--- config.mk ---
export PLATFORM = sky130hd
export DESIGN_NAME = wb_sdr_traffic_gen
export DESIGN_NICKNAME = d
export VERILOG_FILES = /design/src/rtl/tg_pkg.sv /design/src/rtl/tg_pattern_gen.sv /design/src/rtl/wb_sdr_traffic_gen.sv
export SDC_FILE = /design/constraint.sdc
export NUM_CORES = 1
export LEC_CHECK = 0
export CORE_UTILIZATION = 45
export DETAILED_ROUTE_END_ITERATION = 10
export GPL_ROUTABILITY_DRIVEN = 0
export GPL_TIMING_DRIVEN = 0
export PLACE_DENSITY_LB_ADDON = 0.15
export SETUP_SLACK_MARGIN = 0.2
export SKIP_LAST_GASP = 1
export SYNTH_ARGS = -nofsm -noshare
export SYNTH_HDL_FRONTEND = slang
export SYNTH_HIERARCHICAL = 1
export SYNTH_SLANG_ARGS = --single-unit
--- constraint.sdc ---
create_clock -name wb_clk_i -period 3.37 [get_ports wb_clk_i]
set_input_delay 0.674 -clock wb_clk_i [delete_from_list [all_inputs] [get_ports wb_clk_i]]
set_output_delay 0.674 -clock wb_clk_i [all_outputs]
set_load 0.1 [all_outputs]
--- src/rtl/tg_pkg.sv ---
// ==================================================================
// tg_pkg : shared types and constants for the Wishbone traffic generator
// Rev 1.0
// ==================================================================
`timescale 1ns/1ps
`default_nettype none

package tg_pkg;

  typedef enum logic [2:0] {
    IDLE   = 3'd0,
    WR     = 3'd1,
    WR_GAP = 3'd2,
    RD     = 3'd3,
    RD_GAP = 3'd4,
    DONE   = 3'd5
  } tg_state_e;

  localparam logic [2:0] CTI_CLASSIC = 3'b000;
  localparam logic [2:0] CTI_INCR    = 3'b010;
  localparam logic [2:0] CTI_EOB     = 3'b111;

  localparam logic [31:0] LFSR_POLY = 32'h8020_0003;
  localparam logic [31:0] LFSR_SEED = 32'hACE1_0001;

  // Right-shifting Galois step: taps are folded in when the bit shifted out is 1.
  function automatic logic [31:0] lfsr_next(input logic [31:0] s);
    return (s >> 1) ^ (s[0] ? LFSR_POLY : 32'h0);
  endfunction

endpackage

`default_nettype wire

--- src/rtl/tg_pattern_gen.sv ---
// ==================================================================
// tg_pattern_gen : incrementing / LFSR data source, reloaded per phase
// Rev 1.0
// ==================================================================
`timescale 1ns/1ps
`default_nettype none

module tg_pattern_gen
  import tg_pkg::*;
#(
  parameter int DW = 32
) (
  input  logic          clk,
  input  logic          rst_n,
  input  logic          mode,
  input  logic          load,
  input  logic          advance,
  output logic [DW-1:0] value
);

  logic [31:0] cnt_q;
  logic [31:0] lfsr_q;

  always_ff @(posedge clk or negedge rst_n) begin
    if (!rst_n) begin
      cnt_q  <= 32'd0;
      lfsr_q <= LFSR_SEED;
    end else if (load) begin
      cnt_q  <= 32'd0;
      lfsr_q <= LFSR_SEED;
    end else if (advance) begin
      cnt_q  <= cnt_q + 32'd1;
      lfsr_q <= lfsr_next(lfsr_q);
    end
  end

  assign value = mode ? lfsr_q[DW-1:0] : cnt_q[DW-1:0];

endmodule

`default_nettype wire

--- src/rtl/wb_sdr_traffic_gen.sv ---
// ==================================================================
// wb_sdr_traffic_gen : Wishbone B3 burst write / read-back checker master
// Optional ack watchdog: define TG_TIMEOUT_EN.   Rev 1.0
// ==================================================================
`timescale 1ns/1ps
`default_nettype none

module wb_sdr_traffic_gen
  import tg_pkg::*;
#(
  parameter int DW          = 32,
  parameter int AW          = 26,
  parameter int BURST_MAX   = 8,
  parameter int TIMEOUT_CYC = 1024
) (
  input  logic                           wb_clk_i,
  input  logic                           wb_resetn,
  input  logic                           start,
  input  logic [AW-1:0]                  cfg_base_addr,
  input  logic [15:0]                    cfg_num_bursts,
  input  logic [$clog2(BURST_MAX):0]     cfg_burst_len,
  input  logic                           cfg_pattern,
  output logic                           busy,
  output logic                           done,
  output logic [15:0]                    err_count,
  output logic [AW-1:0]                  first_err_addr,
  output logic                           timeout,
  output logic                           wb_cyc_o,
  output logic                           wb_stb_o,
  output logic                           wb_we_o,
  output logic [AW-1:0]                  wb_addr_o,
  output logic [DW-1:0]                  wb_dat_o,
  output logic [DW/8-1:0]                wb_sel_o,
  output logic [2:0]                     wb_cti_o,
  input  logic [DW-1:0]                  wb_dat_i,
  input  logic                           wb_ack_i
);

  localparam int             BLW        = $clog2(BURST_MAX) + 1;
  localparam logic [AW-1:0]  STEP       = AW'(DW / 8);
  localparam logic [AW-1:0]  ALIGN_MASK = ~AW'(DW / 8 - 1);

  tg_state_e        state, state_nx;
  logic [AW-1:0]    base_q, addr_q;
  logic [15:0]      nb_q, burst_q;
  logic [BLW-1:0]   len_q, beat_q, len_clamped;
  logic             pat_q;
  logic [15:0]      err_q;
  logic [AW-1:0]    ferr_q;
  logic [DW-1:0]    pat_value;

  logic start_ok, stb_on, beat_ack, last_beat, last_burst, phase_switch;
  logic pat_load, rd_mismatch, timeout_hit;

  assign start_ok     = start && (state == IDLE || state == DONE);
  assign stb_on       = (state == WR) || (state == RD);
  assign beat_ack     = stb_on && wb_ack_i;
  assign last_beat    = (beat_q == len_q - BLW'(1));
  assign last_burst   = ((burst_q + 16'd1) == nb_q);
  assign phase_switch = (state == WR_GAP) && (burst_q == nb_q);
  assign pat_load     = start_ok || phase_switch;
  assign rd_mismatch  = (state == RD) && wb_ack_i && (wb_dat_i != pat_value);

  assign len_clamped = (cfg_burst_len == '0)              ? BLW'(1) :
                       (cfg_burst_len > BLW'(BURST_MAX))  ? BLW'(BURST_MAX) :
                                                            cfg_burst_len;

`ifdef TG_TIMEOUT_EN
  localparam int WDW = $clog2(TIMEOUT_CYC + 1);
  logic [WDW-1:0] wd_q;
  logic           to_q;

  // Counts consecutive stb-high cycles without an ack.
  always_ff @(posedge wb_clk_i or negedge wb_resetn) begin
    if (!wb_resetn) begin
      wd_q <= '0;
      to_q <= 1'b0;
    end else begin
      wd_q <= (!stb_on || wb_ack_i) ? '0 : wd_q + WDW'(1);
      if (start_ok)         to_q <= 1'b0;
      else if (timeout_hit) to_q <= 1'b1;
    end
  end

  assign timeout_hit = stb_on && !wb_ack_i && (wd_q == WDW'(TIMEOUT_CYC - 1));
  assign timeout     = to_q;
`else
  assign timeout_hit = 1'b0;
  assign timeout     = 1'b0;
`endif

  tg_pattern_gen #(.DW(DW)) u_pattern (
    .clk     (wb_clk_i),
    .rst_n   (wb_resetn),
    .mode    (pat_q),
    .load    (pat_load),
    .advance (beat_ack),
    .value   (pat_value)
  );

  always_ff @(posedge wb_clk_i or negedge wb_resetn) begin
    if (!wb_resetn) state <= IDLE;
    else            state <= state_nx;
  end

  always_comb begin
    state_nx = state;
    wb_cyc_o = 1'b0;
    wb_stb_o = 1'b0;
    wb_we_o  = 1'b0;
    wb_cti_o = CTI_CLASSIC;
    busy     = 1'b0;
    done     = 1'b0;
    case (state)
      IDLE: if (start) state_nx = (cfg_num_bursts == 16'd0) ? DONE : WR;
      WR: begin
        wb_cyc_o = 1'b1;
        wb_stb_o = 1'b1;
        wb_we_o  = 1'b1;
        wb_cti_o = last_beat ? CTI_EOB : CTI_INCR;
        busy     = 1'b1;
        if (timeout_hit)                state_nx = DONE;
        else if (wb_ack_i && last_beat) state_nx = WR_GAP;
      end
      WR_GAP: begin
        busy     = 1'b1;
        state_nx = (burst_q == nb_q) ? RD : WR;
      end
      RD: begin
        wb_cyc_o = 1'b1;
        wb_stb_o = 1'b1;
        wb_cti_o = last_beat ? CTI_EOB : CTI_INCR;
        busy     = 1'b1;
        if (timeout_hit)                state_nx = DONE;
        else if (wb_ack_i && last_beat) state_nx = last_burst ? DONE : RD_GAP;
      end
      RD_GAP: begin
        busy     = 1'b1;
        state_nx = RD;
      end
      DONE: begin
        done = 1'b1;
        if (start) state_nx = (cfg_num_bursts == 16'd0) ? DONE : WR;
      end
      default: state_nx = IDLE;
    endcase
  end

  always_ff @(posedge wb_clk_i or negedge wb_resetn) begin
    if (!wb_resetn) begin
      base_q  <= '0;
      addr_q  <= '0;
      nb_q    <= 16'd0;
      burst_q <= 16'd0;
      len_q   <= '0;
      beat_q  <= '0;
      pat_q   <= 1'b0;
      err_q   <= 16'd0;
      ferr_q  <= '0;
    end else if (start_ok) begin
      base_q  <= cfg_base_addr & ALIGN_MASK;
      addr_q  <= cfg_base_addr & ALIGN_MASK;
      nb_q    <= cfg_num_bursts;
      burst_q <= 16'd0;
      len_q   <= len_clamped;
      beat_q  <= '0;
      pat_q   <= cfg_pattern;
      err_q   <= 16'd0;
      ferr_q  <= '0;
    end else if (phase_switch) begin
      // Read-back replays the written region from the start.
      addr_q  <= base_q;
      burst_q <= 16'd0;
    end else if (beat_ack) begin
      addr_q <= addr_q + STEP;
      if (last_beat) begin
        beat_q  <= '0;
        burst_q <= burst_q + 16'd1;
      end else begin
        beat_q <= beat_q + BLW'(1);
      end
      if (rd_mismatch) begin
        if (err_q != 16'hFFFF) err_q <= err_q + 16'd1;
        if (err_q == 16'd0)    ferr_q <= addr_q;
      end
    end
  end

  assign wb_addr_o      = addr_q;
  assign wb_dat_o       = (state == WR) ? pat_value : '0;
  assign wb_sel_o       = '1;
  assign err_count      = err_q;
  assign first_err_addr = ferr_q;

endmodule

`default_nettype wire

Word-level counts from Yosys, hierarchy flattened. Cells that the tools add are included. Widths: inputs -> output; s select.

Mux-type cells: 43. Order comparisons: 1. Add/subtract/negate cells: 6. Equal/unequal tests: 14. Reductions and logical operators: 28. Bitwise logic cells: 1.

Operators with widths (count): $mux 32 (7); $mux 26 (8); $mux 16 (9); $add 16x1->16 const B (2); $add 32x1->32 const B (1); $eq 16x16->1 (2); $logic_not 16->1 (2); $ne 32x32->1 (1); $xor 31x32->32 (1); $add 26x3->26 const B (1); $mux 4 (6); $mux 3 (6); $ne 16x16->1 const B (1); $pmux 3 s5 (1); $reduce_bool 2->1 (5); $reduce_and 4->1 (2); $eq 3x2->1 const B (2); $eq 3x3->1 const B (2); $logic_and 1x1->1 (6); $ne 2x1->1 const B (3); $reduce_bool 3->1 (2); $mux 1 (5); $add 4x1->4 const B (1); $eq 4x4->1 (1); 12 further kinds (16).

Flip-flop bits (word level): 200. Input bits: 83. Output and inout bits: 113.

Depth between registers and ports, before layout. Gate-level depths: netlist of run 1.

Depth in word-level cells: 7. Mapped depth: 13.

By module. The synthesis of run 1 kept the hierarchy.

Modules (own cells, without submodules): wb_sdr_traffic_gen (area each 7752.4 um^2, sequential area each 3328.2 um^2, instances 1, cells an instance 878); tg_pattern_gen (area each 3260.6 um^2, sequential area each 1612.8 um^2, instances 1, cells an instance 303).

Least setup slack after synthesis of run 1. Ideal clock, no wire load.

Path type: reg-to-output. Start point: register state[0]. End point: output wb_cti_o[2]. Data arrival time: 3.099 ns. Stages on the path, launching flop included: 7. Path slack: -0.403 ns. Required time: 2.696 ns. Cells stage by stage: dfrtp_1 -> buf_2 -> nor2b_1 -> buf_2 -> clkbuf_1 -> and2_1 -> buf_4.

Cells in the longest elaborated chain, start to end: 3.

RTL lines: from (decl) (RTL line wb_sdr_traffic_gen.sv:43) `tg_state_e state, state_nx;`; from (signal assigned) (RTL line wb_sdr_traffic_gen.sv:103) `else state <= state_nx;`; $eq 3x1->1 / $eq 3x2->1 (equally long branches) (RTL line wb_sdr_traffic_gen.sv:114) `case (state)`; $reduce_or 2->1 (no line) *; $mux 3 *; to (decl) (RTL line wb_sdr_traffic_gen.sv:34) `output logic [2:0] wb_cti_o,`.

Mark *: on every way between the ends. The rest lies on a longest branch, timed or not.

Worst setup path after layout of run 1.
Start point: register len_q[0]. End point: output wb_cti_o[2].

Cells in the longest elaborated chain, start to end: 4.

RTL lines: from (decl) (RTL line wb_sdr_traffic_gen.sv:46) `logic [BLW-1:0] len_q, beat_q, len_clamped;`; from (signal assigned) (RTL line wb_sdr_traffic_gen.sv:165) `len_q <= len_clamped;`; $sub 4x1->4 (RTL line wb_sdr_traffic_gen.sv:58) `assign last_beat = (beat_q == len_q - BLW'(1));`; $eq 4x4->1 (RTL line wb_sdr_traffic_gen.sv:58); $mux 3 (RTL line wb_sdr_traffic_gen.sv:120, wb_sdr_traffic_gen.sv:132); $mux 3.

No other way between the ends.

==> impl_metrics.py, run 1 <==
metrics = {
    "die": {
        "ios": 196,
        "dieArea_um2": 25100,
        "coreArea_um2": 23800,
        "die_h_um": 158,
        "start_util": 0.464,
        "die_w_um": 158,
        "std_cell_rows": 56,
    },
    "power": {
        "leakagePower_nw": 6.46,
        "ir_drop_mv": 0.786,
        "fin_total_pwr_mw": 13.2,
        "p_per_area_nw_per_um2": 942,
    },
    "sta": {
        "fin_worst_skew_ns": 0.0186,
        "hold_ws_ns": 0.199,
        "layout_min_cycle_time_ns": 3.05,
        "setup_tns_ns": 0,
        "setup_slack_ns": 0.321,
        "clock.fmax_mhz": 328,
        "report.final.slew_viol_count": 0,
        "timing.final.crit_share": 0.905,
        "worst_pin_slew_ns": 1.02,
        "hold_viol": 0,
        "rsz0062_at_grt": "true",
        "slew-limit-headroom": 0.315,
        "setup_viol": 0,
    },
    "grt": {
        "grt_pass1_wl_um": 49600,
        "grt.overflow.total": 0,
        "antenna_found_initial": 0,
        "grtUsageTotal": 0.258,
        "grt_pass1_vias": 9033,
        "grt_max_degree": 117,
    },
    "routing": {
        "routed_wirelength_um": 31700,
        "ant_nets": 0,
        "drc_errors": 0,
        "vias": 9434,
        "wl_per_cell_um": 18.3,
        "drtIter0Drc": 725,
        "routed_via_density": 5.45,
        "first_pass_iters": 5,
    },
    "placed_design": {
        "post-place-ws_ns": -1.13,
        "dp_hpwl_um": 22600,
        "port_buffers": 186,
        "place_inst": 1692,
    },
    "yosys": {
        "ys_types": 70,
        "synth.avg_cell_area_um2": 9.33,
        "ys_top_cells_by_area": "dfrtp_1 (43%), nand2_1 (6.5%), xnor2_1 (5.9%)",
        "yosysWarnings": 6,
        "synth_top_cell_area_share": 0.427,
        "ys.flop_type": "dfrtp_1",
        "async_flop_share": 1.00,
        "synth_edf_count": 0,
        "synth_cells": 1181,
        "ys_ff_latch": 197,
        "yosys.area.top_type": "dfrtp_1",
        "yosysSeqAreaShare": 0.449,
        "syn_area_um2": 11000,
    },
    "clock_tree": {
        "cts-root-buf": "clkbuf_16",
        "htreeDepth": 4,
        "clk_path_buf_depth": 2,
        "hold_buffers": 0,
        "cts_buffers": 17,
        "cts_tree": "done",
        "clock_latency_ns": 0.44,
        "cts.reportedPaths.clkPinSlew_ns": 0.08,
        "cts.sinks": 197,
    },
    "hold_path": {
        "hp-class": "in -> async",
    },
    "worst_setup_path": {
        "crit_type": "reg -> out",
        "worstSetupStartpointType": "flop",
        "path_max_fanout": 4,
        "crit_path_end_kind": "primary output",
        "arrival_ns": 2.37,
        "worst_ep_required_time_ns": 2.70,
    },
    "run_status": {
        "status": "finished, final reports clean",
    },
    "cells_and_area": {
        "layout_common_cells": "nand2_1 (191), dfrtp_1 (188), clkdlybuf4s50_1 (145)",
        "drive_above_1_share": 0.145,
        "fin_nets": 1488,
        "final_common_cell": "nand2_1",
        "area_delta_synth_final_pct": 27.4,
        "fin_cells": 1730,
        "diodes": 0,
    },
    "job": {
        "drv_cap": 0,
    },
}
==> report_power, final <==
| part | switching, mW | total, mW | internal [mW] |
|---|---|---|---|
| Sequential | 0.736 | 3.89 | 3.15 |
| Clock | 1.05 | 2.04 | 1.00 |
| Combinational | 5.18 | 7.28 | 2.10 |
| Total | 6.96 | 13.2 | 6.25 |
==> registers in the layout (all words and copies together) (netlist names) <==
register and cells:
base_q 24, beat_q 4, burst_q 16, err_count 16
first_err_addr 25, len_q 4, nb_q 16, pat_q 1
state 3, u_pattern/cnt_q 32, u_pattern/lfsr_q 32, wb_addr_o 24
==> synthesized netlist by cell type, types with 26 or more instances <==
library cell and instances:
o21ai_0 26, nand4_1 40, and3_1 49, clkbuf_1 37, a21oi_1 31, nand3_1 32, xor2_1 49, mux2_2 34
nand2_1 191, nor2_1 122, dfrtp_1 188, mux2i_1 54, xnor2_1 74
==> per-layer routing <==
metal,track usage,part of all wire,vias to the layer above
met2,0.403,0.47,257
li1,-,-,4512
met5,0,0,-
met1,0.363,0.47,4636
met4,0.0687,0.014,0
met3,0.0531,0.051,29
==> area by class of cell <==
class | instances | area [µm²]
plain buffers | 78 | 434
multi-input cells | 892 | 5780
repair inverters | 1 | 5.00
inverters | 18 | 76.3
well taps | 319 | 399
clock inverters | 14 | 163
flip-flops and latches | 197 | 4940
repair buffers | 193 | 1810
clock buffers | 18 | 429
fillers | 2085 | 9720
==> critical path: stages, from the launching register on <==
cell and delay, ns:
dfrtp_1 0.39, inv_1 0.07, ha_1 0.21, xnor2_1 0.17
xnor2_1 0.17, nor3_4 0.32, and2_2 0.20, buf_4 0.09
clkbuf_4 0.31
==> kinds of logic after synthesis <==
group                      count (synthesis)  share of synthesized area
muxes                                     88                     0.0838
buffers and inverters                     97                     0.0403
adders and majority gates                  7                    0.00795
AOI/OAI and AO/OA                        131                     0.0806
other                                      2                   0.000682
xor gates and xnor gates                 123                     0.0978
and+or+nand+nor                          536                      0.240
DFF                                      197                      0.449
==> per-stage QoR <==
step	utilization	instance area, µm²
floorplan	-	11000
global placement	0.560	13300
detailed placement	0.561	13300
CTS	0.586	13900
global route	0.591	14000
finish	0.591	14000
==> timing repair <==
action / in CTS / in global routing
gates resized for setup: 188 / 72
endpoints found under the setup margin: 145 / 130
pin swaps: 1 / 6
setup buffers: 1 / 4
gates cloned: 0 / 2
==> worst paths after layout <==
check / startpoint / to / slack [ns] / cells past startpoint
min in group wb_clk_i: base_q[10] / base_q[10] / 0.48 / 2
worst max-delay path: len_q[0] / wb_cti_o[2] / 0.32 / 8
worst min-delay path: wb_resetn / burst_q[3] / 0.20 / 1
worst max register to register: pat_q / err_count[8] / 0.33 / 13
worst min register to register: base_q[10] / base_q[10] / 0.48 / 2
max in group asynchronous: wb_resetn / base_q[3] / 2.16 / 2
No activity file was read; power rests on OpenSTA's default activity.
==> inputs of run 2 (changes only) <==
--- a/config.mk
+++ b/config.mk
@@ -9,7 +9,7 @@
 export DETAILED_ROUTE_END_ITERATION = 10
 export GPL_ROUTABILITY_DRIVEN = 0
 export GPL_TIMING_DRIVEN = 0
-export PLACE_DENSITY_LB_ADDON = 0.15
+export PLACE_DENSITY = 0.68
 export SETUP_SLACK_MARGIN = 0.2
 export SKIP_LAST_GASP = 1
 export SYNTH_ARGS = -nofsm -noshare
==> run 2 against run 1 <==
Non-clock buffer count grew 3; setup slack lost 0.022 ns; design area shrank 0.24%; first-iteration DRC count shrank 3.3%; hold slack lost 0.0076 ns; sequential power is essentially flat; register-to-register slack is essentially flat; die area is the same; global-route usage shrank 0.27 points; routed wire length shrank 1.3%; sequential share of layout area grew 0.085 points; largest cell class unchanged.
==> impl_metrics.py, run 2 (synthesis results as in run 1) <==
metrics = {
    "clock_tree": {
        "cts-root-buf": "clkbuf_16",
        "clock_latency_ns": 0.44,
        "htreeDepth": 4,
        "cts.sinks": 197,
        "clk_path_buf_depth": 2,
        "cts_buffers": 17,
        "cts_tree": "done",
        "cts.reportedPaths.clkPinSlew_ns": 0.08,
    },
    "cells_and_area": {
        "area_delta_synth_final_pct": 27.1,
        "postLayoutCoreUtil": 0.589,
        "fill_cells": 2054,
        "final_common_cell": "nand2_1",
        "drive_above_1_share": 0.146,
        "diodes": 0,
        "layout_common_cells": "nand2_1 (191), dfrtp_1 (188), clkdlybuf4s50_1 (145)",
        "fin_nets": 1491,
    },
    "routing": {
        "vias": 9456,
        "first_pass_iters": 5,
        "routed_via_density": 5.46,
        "drc_errors": 0,
        "drtIter0Drc": 701,
        "wl_per_cell_um": 18.0,
        "ant_nets": 0,
        "routed_wirelength_um": 31300,
    },
    "placed_design": {
        "port_buffers": 186,
        "dp_hpwl_um": 22700,
    },
    "worst_setup_path": {
        "slowest_delay_ns": 0.42,
        "crit_top_cell": "buf_2",
        "crit_path_end_kind": "primary output",
        "crit_type": "reg -> out",
        "worstSetupStartpointType": "flop",
        "cp_cell_sequence": "buf_2 -> nor2b_1 -> buf_2 -> clkbuf_1 -> and3_1 -> buf_2",
        "r2r_start": "pat_q",
        "path_max_fanout": 10,
        "r2r_cells": 12,
        "worst_ep_required_time_ns": 2.70,
        "r2r_end": "err_count[1]",
        "cp_slowest_cell": "buf_2",
        "rrSetupSlack_ns": 0.33,
        "arrival_ns": 2.40,
    },
    "sta": {
        "worst_pin_slew_ns": 1.00,
        "fin_worst_skew_ns": 0.0142,
        "report.final.slew_viol_count": 0,
        "clock.fmax_mhz": 326,
        "slew-limit-headroom": 0.331,
        "layout_min_cycle_time_ns": 3.07,
        "timing.final.crit_share": 0.911,
        "setup_viol": 0,
        "rsz0062_at_grt": "false",
        "hold_viol": 0,
    },
    "power": {
        "p_per_area_nw_per_um2": 939,
        "fin_total_pwr_mw": 13.1,
        "ir_drop_mv": 1.02,
        "leakagePower_nw": 6.48,
    },
    "grt": {
        "grt.overflow.total": 0,
        "grt_pass1_vias": 9156,
        "grt_max_degree": 122,
        "antenna_found_initial": 0,
        "grtUsageTotal": 0.256,
        "grt_pass1_wl_um": 49100,
    },
    "die": {
        "dieArea_um2": 25100,
        "start_util": 0.464,
        "std_cell_rows": 56,
        "coreArea_um2": 23800,
        "die_h_um": 158,
        "die_w_um": 158,
        "ios": 196,
    },
    "job": {
        "drv_cap": 0,
    },
    "run_status": {
        "status": "finished, final reports clean",
    },
    "hold_path": {
        "hp-class": "in -> async",
    },
}
-- run 2: cell count changes in the layout (fill, tap and decap cells not counted), moves of 2 or more --
cell,delta
buf_2,+12
clkbuf_4,-12
clkinv_4,+3
clkinv_8,-4
clkbuf_1,+4
xnor2_2,+3
buf_4,+5
clkbuf_2,-6
xnor2_1,-2
-- run 2: worst max-delay path by stage --
stage,startpoint,end,slack (ns),cells past startpoint
6_report,state[0],wb_dat_o[16],0.30,6
3_3_place_gp,wb_resetn,err_count[7],-6.83,1
5_1_grt,len_q[0],wb_cti_o[2],0.20,8
4_1_cts,len_q[0],wb_cti_o[2],0.07,8
2_1_floorplan,len_q[0],wb_cti_o[2],0.41,7
3_5_place_dp,start,u_pattern/cnt_q[16],-0.97,11
-- run 2: stage by stage --
step | TNS, ns | instance area, µm² | setup WS (ns) | hold slack [ns] | instances
after floorplan | 0 | 11000 | 0.408 | 0.378 | 1186
after global placement | -1380.71 | 13300 | -6.83 | 0.454 | 1691
after detailed placement | -68.63 | 13300 | -0.971 | 0.460 | 1692
after CTS | 0 | 14000 | 0.0673 | 0.218 | 1726
after global routing | 0 | 14000 | 0.200 | 0.231 | 1733
final | 0 | 14000 | 0.299 | 0.192 | 1733
-- run 2: worst max-delay path, delay by kind of cell, from the launching register on --
family,cells,cell delay (ns)
flip-flops,1,0.33
AND/OR/NAND/NOR,2,0.35
buffers and inverters,4,1.26
-- run 2: metal layers --
| metal | global-route usage | wire length, µm | vias to the layer above |
|---|---|---|---|
| met1 | 0.350 | 14200 | 4588 |
| li1 | - | - | 4519 |
| met3 | 0.0460 | 1740 | 50 |
| met4 | 0.0815 | 686 | 0 |
| met5 | 0 | 0 | - |
| met2 | 0.410 | 14600 | 299 |
-- run 2: area by class of cell --
cell class,count,area (µm²),share of cell area
plain buffers,78,424,0.0303
clock buffers,17,425,0.0304
clock inverters,15,139,0.00992
inverters,18,85.1,0.00608
multi-input cells,892,5780,0.413
flip-flops and latches,197,4940,0.353
well taps,319,399,0.0285
repair buffers,196,1800,0.129
repair inverters,1,5.00,0.000358
-- run 2: repair_timing --
action                     4_1_cts  5_1_grt
gates cloned                     0        1
resized for setup              175       65
setup endpoints to repair      141      121
hold buffers                     0        0
setup buffers                    3        6
pin swaps                        5        4
-- run 2: power breakdown --
group	internal, mW	switching, mW
Combinational	2.08	5.18
Clock	0.979	0.991
Sequential	3.15	0.753
